==> config.mk <==
export PLATFORM = sky130hd
export DESIGN_NAME = shell_mode_ctrl_flat
export DESIGN_NICKNAME = d
export VERILOG_FILES = /design/src/rtl/shell_mode_ctrl_pkg.sv /design/src/rtl/shell_mode_ctrl_if.sv /design/src/rtl/shell_line_buffer.sv /design/src/rtl/shell_mode_ctrl.sv /design/src/flat_wrapper.sv
export SDC_FILE = /design/constraint.sdc
export NUM_CORES = 1
export LEC_CHECK = 0
export ABC_AREA = 1
export CAP_MARGIN = 10
export CORE_ASPECT_RATIO = 1.5
export CORE_UTILIZATION = 50
export CTS_BUF_LIST = sky130_fd_sc_hd__clkbuf_8
export DETAILED_ROUTE_END_ITERATION = 10
export PLACE_DENSITY = 0.75
export SYNTH_ARGS = -nofsm -noshare
export SYNTH_HDL_FRONTEND = slang
export SYNTH_SLANG_ARGS = --single-unit
==> constraint.sdc <==
create_clock -name clk -period 2.9 [get_ports clk]
set_input_delay 0.87 -clock clk [delete_from_list [all_inputs] [get_ports clk]]
set_output_delay 0.87 -clock clk [all_outputs]
set_load 0.05 [all_outputs]
==> src/rtl/shell_mode_ctrl_pkg.sv <==
// Shared state encodings and ASCII constants for the shell/app mode controller.
package shell_ctrl_pkg;

  typedef logic [2:0] shell_state_t;

  localparam shell_state_t SH_IDLE  = 3'd0;
  localparam shell_state_t SH_LINE  = 3'd1;
  localparam shell_state_t SH_EXEC  = 3'd2;
  localparam shell_state_t APP_HOLD = 3'd3;
  localparam shell_state_t APP_RUN  = 3'd4;

  localparam logic [7:0] CHR_CR  = 8'h0D;
  localparam logic [7:0] CHR_LF  = 8'h0A;
  localparam logic [7:0] CHR_BS  = 8'h08;
  localparam logic [7:0] CHR_DEL = 8'h7F;
  localparam logic [7:0] CHR_S   = 8'h73;

  function automatic logic is_printable(input logic [7:0] b);
    return (b >= 8'h20) && (b <= 8'h7E);
  endfunction

endpackage

==> src/rtl/shell_mode_ctrl_if.sv <==
// Byte/control bundle between the UART front end, the CPU side and shell_mode_ctrl.
interface shell_mode_ctrl_if;
  logic       rx_valid;
  logic [7:0] rx_data;
  logic       cpu_shell_req;
  logic       app_mode;
  logic       cpu_resetn;
  logic       app_rx_valid;
  logic [7:0] app_rx_data;
  logic       cmd_error;
  logic       tx_valid;
  logic [7:0] tx_data;
  logic       tx_ready;

  modport master (
    output rx_valid, rx_data, cpu_shell_req, tx_ready,
    input  app_mode, cpu_resetn, app_rx_valid, app_rx_data, cmd_error, tx_valid, tx_data
  );

  modport slave (
    input  rx_valid, rx_data, cpu_shell_req, tx_ready,
    output app_mode, cpu_resetn, app_rx_valid, app_rx_data, cmd_error, tx_valid, tx_data
  );
endinterface

==> src/rtl/shell_line_buffer.sv <==
// Command line storage: byte count, overflow flag and backspace handling.
module shell_line_buffer #(
  parameter int unsigned LINE_MAX = 16,
  localparam int unsigned CW = $clog2(LINE_MAX + 1),
  localparam int unsigned IW = $clog2(LINE_MAX)
) (
  input  logic          clk,
  input  logic          resetn,
  input  logic          push,
  input  logic [7:0]    din,
  input  logic          pop,
  input  logic          clear,
  output logic          full,
  output logic [CW-1:0] cnt,
  output logic [7:0]    byte0,
  output logic          ovf
);

  logic [7:0] mem [LINE_MAX];

  assign full  = (cnt == CW'(LINE_MAX));
  assign byte0 = mem[0];

  // Contents are never reset: cnt==0 is what marks the line empty.
  always_ff @(posedge clk) begin
    if (push && !full)
      mem[cnt[IW-1:0]] <= din;
  end

  always_ff @(posedge clk or negedge resetn) begin
    if (!resetn) begin
      cnt <= '0;
      ovf <= 1'b0;
    end else if (clear) begin
      cnt <= '0;
      ovf <= 1'b0;
    end else if (push) begin
      if (full) ovf <= 1'b1;
      else      cnt <= cnt + CW'(1);
    end else if (pop && (cnt != '0)) begin
      cnt <= cnt - CW'(1);
    end
  end

endmodule

==> src/rtl/shell_mode_ctrl.sv <==
// SHELL/APP mode controller: line assembly, 's' command, CPU reset hold, RX forwarding.
// Optional byte echo to UART TX when SHELL_ECHO_EN is defined.
module shell_mode_ctrl
  import shell_ctrl_pkg::*;
#(
  parameter int unsigned LINE_MAX = 16,
  parameter int unsigned RST_HOLD = 16
) (
  input  logic                clk,
  input  logic                resetn,
  shell_mode_ctrl_if.slave    bus
);

  localparam int unsigned CW = $clog2(LINE_MAX + 1);
  localparam int unsigned HW = $clog2(RST_HOLD);

  shell_state_t  state;
  logic [HW-1:0] hold_cnt;
  logic          app_mode_q, cpu_resetn_q, app_rx_valid_q, cmd_error_q;
  logic [7:0]    app_rx_data_q;

  logic          lb_full, lb_ovf;
  logic [CW-1:0] lb_cnt;
  logic [7:0]    lb_byte0;

  logic accepting, rx_print, rx_eol, rx_bs, shell_req, exec_ok;
  logic lb_push, lb_pop, lb_clear;

  always_comb begin
    accepting = (state == SH_IDLE) || (state == SH_LINE);
    rx_print  = bus.rx_valid && is_printable(bus.rx_data);
    rx_eol    = bus.rx_valid && ((bus.rx_data == CHR_CR) || (bus.rx_data == CHR_LF));
    rx_bs     = bus.rx_valid && ((bus.rx_data == CHR_BS) || (bus.rx_data == CHR_DEL));
    shell_req = bus.cpu_shell_req && ((state == APP_HOLD) || (state == APP_RUN));
    exec_ok   = !lb_ovf && (lb_cnt == CW'(1)) && (lb_byte0 == CHR_S);
    lb_push   = accepting && rx_print;
    lb_pop    = accepting && rx_bs;
    lb_clear  = (state == SH_EXEC) || shell_req || (accepting && rx_eol && (lb_cnt == '0));
  end

  shell_line_buffer #(.LINE_MAX(LINE_MAX)) u_line (
    .clk    (clk),
    .resetn (resetn),
    .push   (lb_push),
    .din    (bus.rx_data),
    .pop    (lb_pop),
    .clear  (lb_clear),
    .full   (lb_full),
    .cnt    (lb_cnt),
    .byte0  (lb_byte0),
    .ovf    (lb_ovf)
  );

  always_ff @(posedge clk or negedge resetn) begin
    if (!resetn) begin
      state          <= SH_IDLE;
      hold_cnt       <= '0;
      app_mode_q     <= 1'b0;
      cpu_resetn_q   <= 1'b0;
      app_rx_valid_q <= 1'b0;
      app_rx_data_q  <= '0;
      cmd_error_q    <= 1'b0;
    end else begin
      app_rx_valid_q <= 1'b0;
      cmd_error_q    <= 1'b0;
      case (state)
        SH_IDLE, SH_LINE: begin
          if (rx_print)
            state <= SH_LINE;
          else if (rx_eol)
            state <= (lb_cnt == '0) ? SH_IDLE : SH_EXEC;
        end
        SH_EXEC: begin
          if (exec_ok) begin
            app_mode_q <= 1'b1;
            hold_cnt   <= HW'(RST_HOLD - 1);
            state      <= APP_HOLD;
          end else begin
            cmd_error_q <= 1'b1;
            state       <= SH_IDLE;
          end
        end
        APP_HOLD: begin
          if (hold_cnt == '0) begin
            cpu_resetn_q <= 1'b1;
            state        <= APP_RUN;
          end else begin
            hold_cnt <= hold_cnt - HW'(1);
          end
        end
        APP_RUN: begin
          if (bus.rx_valid) begin
            app_rx_valid_q <= 1'b1;
            app_rx_data_q  <= bus.rx_data;
          end
        end
        default: state <= SH_IDLE;
      endcase
      // Placed after the case so a shell request overrides the hold/run
      // transitions while the same-cycle forwarded byte still goes out.
      if (shell_req) begin
        app_mode_q   <= 1'b0;
        cpu_resetn_q <= 1'b0;
        state        <= SH_IDLE;
      end
    end
  end

  assign bus.app_mode     = app_mode_q;
  assign bus.cpu_resetn   = cpu_resetn_q;
  assign bus.app_rx_valid = app_rx_valid_q;
  assign bus.app_rx_data  = app_rx_data_q;
  assign bus.cmd_error    = cmd_error_q;

`ifdef SHELL_ECHO_EN
  logic       tx_valid_q;
  logic [7:0] tx_data_q;
  logic       lf_pend;

  // A CR or LF is echoed as CR then LF; the LF is queued behind the CR handshake.
  always_ff @(posedge clk or negedge resetn) begin
    if (!resetn) begin
      tx_valid_q <= 1'b0;
      tx_data_q  <= '0;
      lf_pend    <= 1'b0;
    end else if (tx_valid_q) begin
      if (bus.tx_ready) begin
        if (lf_pend) begin
          tx_data_q <= CHR_LF;
          lf_pend   <= 1'b0;
        end else begin
          tx_valid_q <= 1'b0;
        end
      end
    end else if (accepting && ((rx_print && !lb_full) || rx_eol)) begin
      tx_valid_q <= 1'b1;
      tx_data_q  <= rx_eol ? CHR_CR : bus.rx_data;
      lf_pend    <= rx_eol;
    end
  end

  assign bus.tx_valid = tx_valid_q;
  assign bus.tx_data  = tx_data_q;
`else
  logic tx_ready_unused;
  assign tx_ready_unused = bus.tx_ready;
  assign bus.tx_valid    = 1'b0;
  assign bus.tx_data     = '0;
`endif

endmodule

==> src/flat_wrapper.sv <==
// flat-port wrapper written by rule: the top's interface ports become plain ports
module shell_mode_ctrl_flat import shell_ctrl_pkg::*;
#(
  parameter int unsigned LINE_MAX = 16,
  parameter int unsigned RST_HOLD = 16
)
  (clk, resetn, bus_rx_valid, bus_rx_data, bus_cpu_shell_req, bus_tx_ready, bus_app_mode, bus_cpu_resetn, bus_app_rx_valid, bus_app_rx_data, bus_cmd_error, bus_tx_valid, bus_tx_data);
  shell_mode_ctrl_if bus_i ();
  input  logic clk;
  input  logic resetn;
  input wire logic [$bits(bus_i.rx_valid)-1:0] bus_rx_valid;
  input wire logic [$bits(bus_i.rx_data)-1:0] bus_rx_data;
  input wire logic [$bits(bus_i.cpu_shell_req)-1:0] bus_cpu_shell_req;
  input wire logic [$bits(bus_i.tx_ready)-1:0] bus_tx_ready;
  output wire logic [$bits(bus_i.app_mode)-1:0] bus_app_mode;
  output wire logic [$bits(bus_i.cpu_resetn)-1:0] bus_cpu_resetn;
  output wire logic [$bits(bus_i.app_rx_valid)-1:0] bus_app_rx_valid;
  output wire logic [$bits(bus_i.app_rx_data)-1:0] bus_app_rx_data;
  output wire logic [$bits(bus_i.cmd_error)-1:0] bus_cmd_error;
  output wire logic [$bits(bus_i.tx_valid)-1:0] bus_tx_valid;
  output wire logic [$bits(bus_i.tx_data)-1:0] bus_tx_data;
  assign bus_i.rx_valid = bus_rx_valid;
  assign bus_i.rx_data = bus_rx_data;
  assign bus_i.cpu_shell_req = bus_cpu_shell_req;
  assign bus_i.tx_ready = bus_tx_ready;
  assign bus_app_mode = bus_i.app_mode;
  assign bus_cpu_resetn = bus_i.cpu_resetn;
  assign bus_app_rx_valid = bus_i.app_rx_valid;
  assign bus_app_rx_data = bus_i.app_rx_data;
  assign bus_cmd_error = bus_i.cmd_error;
  assign bus_tx_valid = bus_i.tx_valid;
  assign bus_tx_data = bus_i.tx_data;
  shell_mode_ctrl #(.LINE_MAX(LINE_MAX), .RST_HOLD(RST_HOLD)) u_core (.clk(clk), .resetn(resetn), .bus(bus_i));
endmodule
==> flow_summary.ini <==
[critical_path]
r2r_setup_slack_ns = 1.29
crit_path_end_kind = output port
crit_buf_inv = 1
r2r_start = u_core.u_line.cnt[0]$_DFFE_PN0P_
critPathLaunchType = flip-flop
slowest_delay_ns = 0.82
r2r-end = u_core.u_line.cnt[2]$_DFFE_PN0P_
slowest_stage = clkdlybuf4s50_1
crit_arrival_ns = 1.46
cp.required_ns = 2.03
cp_cell_sequence = clkdlybuf4s50_1
setup.worst_path.start = u_core.bus.app_rx_data[0]$_DFFE_PN0P_
worstPathMaxFanout = 2
rr_worst_depth = 10
critical_path.top_delay_family = buffers and inverters
critPathKind = flip-flop to output port

[global_route]
gr-total-overflow = 0
grt_pass1_wl_um = 6320
grt_pass1_vias = 1409
grt.total_usage = 0.212
grt_max_degree = 26
antenna_found_initial = 0

[place]
hpwl_um = 2800
gp_congestion = 0.828
io_buffer_count = 23

[clock_network]
cts_tree = done
clock_sinks = 33
cts_root_buf = clkbuf_8
cts.clk_slew.worst_paths_ns = 0.07
cts_max_level = 2
post_cts_buffers = 0
postCtsResizedCells = 0
holdBufCountCts = 0
worstSkewPairLatency_ns = 0.29
clk_path_buf_depth = 2
cts_made_buffers = 5

[sta]
clock.fmax_ghz = 0.430
hold_violations = 0
tns_ns = 0
slew_viol_final = 0
tightest_slew_ns = 0.517
setup_violations = 0
max_slew_margin = 0.654
min_period_ns = 2.33
skew_ns = 0.00784
rsz0062_at_grt = false
fin_crit_sh = 0.802

[synth]
synth.avg_cell_area_sq_um = 8.55
synth_seq_cells = 33
ys_seq_area_frac = 0.458
synth.distinct_cells = 29
synth-warning-count = 0
synthCells = 221
synth_area_sq_um = 1890

[power]
vdd_drop_max_mv = 0.718
leakage_nw = 1.08
power.density_nw_per_um2 = 1100

[drt]
drtIter0Drc = 29
post_drt_wl_per_cell_um = 12.5
postRouteAntennaNets = 0
drc = 0
routed_via_density = 5.03
vias = 1484
drt_first_pass_iters = 4
wl_um = 3670

[layout]
area_delta_synth_final_pct = 19.5
nNetsFinal = 269
nFillCells = 334
drive_above_1_share = 0.131
n_antenna_cell = 0
finish.utilization = 0.619

[run]
cap_violations = 0

[floorplanning]
fp-row-count = 27
core-area_sq_um = 3650
die_h_um = 77.3
ioPinCount = 34
die_w_um = 52.2
die_area_sq_um = 4040
initial_core_util = 0.518

[worst_hold_path]
min_from = u_core.bus.app_rx_data[0]$_DFFE_PN0P_
hp-class = flip-flop to flip-flop
hold_depth = 1
min_to = u_core.bus.app_rx_data[0]$_DFFE_PN0P_

[outcome]
status = finished clean
## per-stage QoR
| stage | hold WS (ns) | area (sq um) | cells | setup WS, ns | total power, mW |
|---|---|---|---|---|---|
| 3_3_place_gp | 0.466 | 2140 | 287 | 0.370 | 2.02 |
| 5_1_grt | 0.505 | 2260 | 295 | 0.511 | 2.65 |
| 3_5_place_dp | 0.478 | 2140 | 287 | 0.321 | 2.05 |
| 6_report | 0.492 | 2260 | 295 | 0.574 | 2.48 |
| 4_1_cts | 0.495 | 2260 | 295 | 0.566 | 2.50 |
| 2_1_floorplan | 0.451 | 1920 | 229 | 0.866 | 1.74 |
## how the worst max path moves through the flow
stage                                              endpoint  slack (ns)  cells past startpoint
after floorplan           u_core.u_line.mem[0][0]$_DFFE_PP_        0.87                      5
after global placement     u_core.u_line.cnt[3]$_DFFE_PN0P_        0.37                     12
after detailed placement   u_core.u_line.cnt[3]$_DFFE_PN0P_        0.32                     12
after CTS                                bus_app_rx_data[2]        0.57                      1
after global routing       u_core.u_line.cnt[2]$_DFFE_PN0P_        0.51                     10
final                                    bus_app_rx_data[0]        0.57                      1
## placed cells by master (no fill, tap or decap), types with 2 or more instances in the layout
cell | Yosys | layout
inv_2 | 3 | 3
nor2_4 | 3 | 3
nand4_1 | 9 | 9
mux2_2 | 2 | 2
clkbuf_8 | 0 | 5
nand2_2 | 5 | 5
xor2_1 | 4 | 4
nand3_2 | 3 | 3
ha_1 | 5 | 5
inv_1 | 27 | 27
nand2_1 | 49 | 49
nor2_1 | 20 | 20
nor3_1 | 2 | 2
conb_1 | 1 | 9
nand3_1 | 22 | 22
edfxtp_1 | 8 | 8
buf_4 | 9 | 3
o21ai_0 | 2 | 2
xnor2_1 | 2 | 2
nor2_2 | 3 | 3
dfrtp_1 | 25 | 25
clkdlybuf4s50_1 | 0 | 23
a21oi_1 | 4 | 4
o21a_1 | 6 | 6
## flip-flops by register name, indices dropped and copies added (netlist names)
signal and count:
u_core.u_line.mem 8, u_core.state 3, u_core.u_line.ovf 1, u_core.bus.cmd_error 1, u_core.u_line.cnt 5, u_core.hold_cnt 4
u_core.bus.app_mode 1, u_core.bus.app_rx_data 8, u_core.bus.app_rx_valid 1, u_core.bus.cpu_resetn 1
## layer usage
layer,global-route usage,part of all wire
met5,0,0
met1,0.245,0.41
met2,0.365,0.53
met3,0.0615,0.039
met4,0.0632,0.016
## power by group
group | leakage [nW] | internal, mW | switching (mW)
Clock | 0.0543 | 0.257 | 0.179
Combinational | 0.632 | 0.454 | 0.806
Sequential | 0.389 | 0.645 | 0.136
## layout make-up
cell class,count,area (sq um),share of cell area
Sequential cell,33,866,0.383
Multi-Input combinational cell,155,858,0.380
Timing Repair Buffer,26,253,0.112
Inverter,30,113,0.0499
Clock buffer,5,68.8,0.0305
Tap cell,43,53.8,0.0238
Clock inverter,3,46.3,0.0205
## kinds of logic (layout without fill, tap and decap cells)
logic type / after synthesis / count (layout) / share of synthesized area
AND/OR/NAND/NOR: 117 / 117 / 0.300
buffers and inverters: 41 / 64 / 0.104
flip-flops: 33 / 33 / 0.458
AO/OA/AOI/OAI: 16 / 16 / 0.0635
XOR/XNOR: 6 / 6 / 0.0278
adder cells (fa/ha/maj): 5 / 5 / 0.0331
multiplexers: 2 / 2 / 0.0119
other: 1 / 9 / 0.00198
## cell usage after synthesis, drive strengths merged
master / n / area, sq um
a21oi: 5 / 36.3
a22oi: 1 / 7.51
buf: 11 / 83.8
conb: 1 / 3.75
dfrtp: 25 / 626
edfxtp: 8 / 240
ha: 5 / 62.6
inv: 30 / 113
mux2: 2 / 22.5
nand2: 54 / 215
nand3: 26 / 158
nand4: 9 / 56.3
nor2: 26 / 128
nor3: 2 / 10.0
o21a: 6 / 45.0
o21ai: 4 / 31.3
xnor2: 2 / 17.5
xor2: 4 / 35.0
No activity file was read; power rests on OpenSTA's default activity.
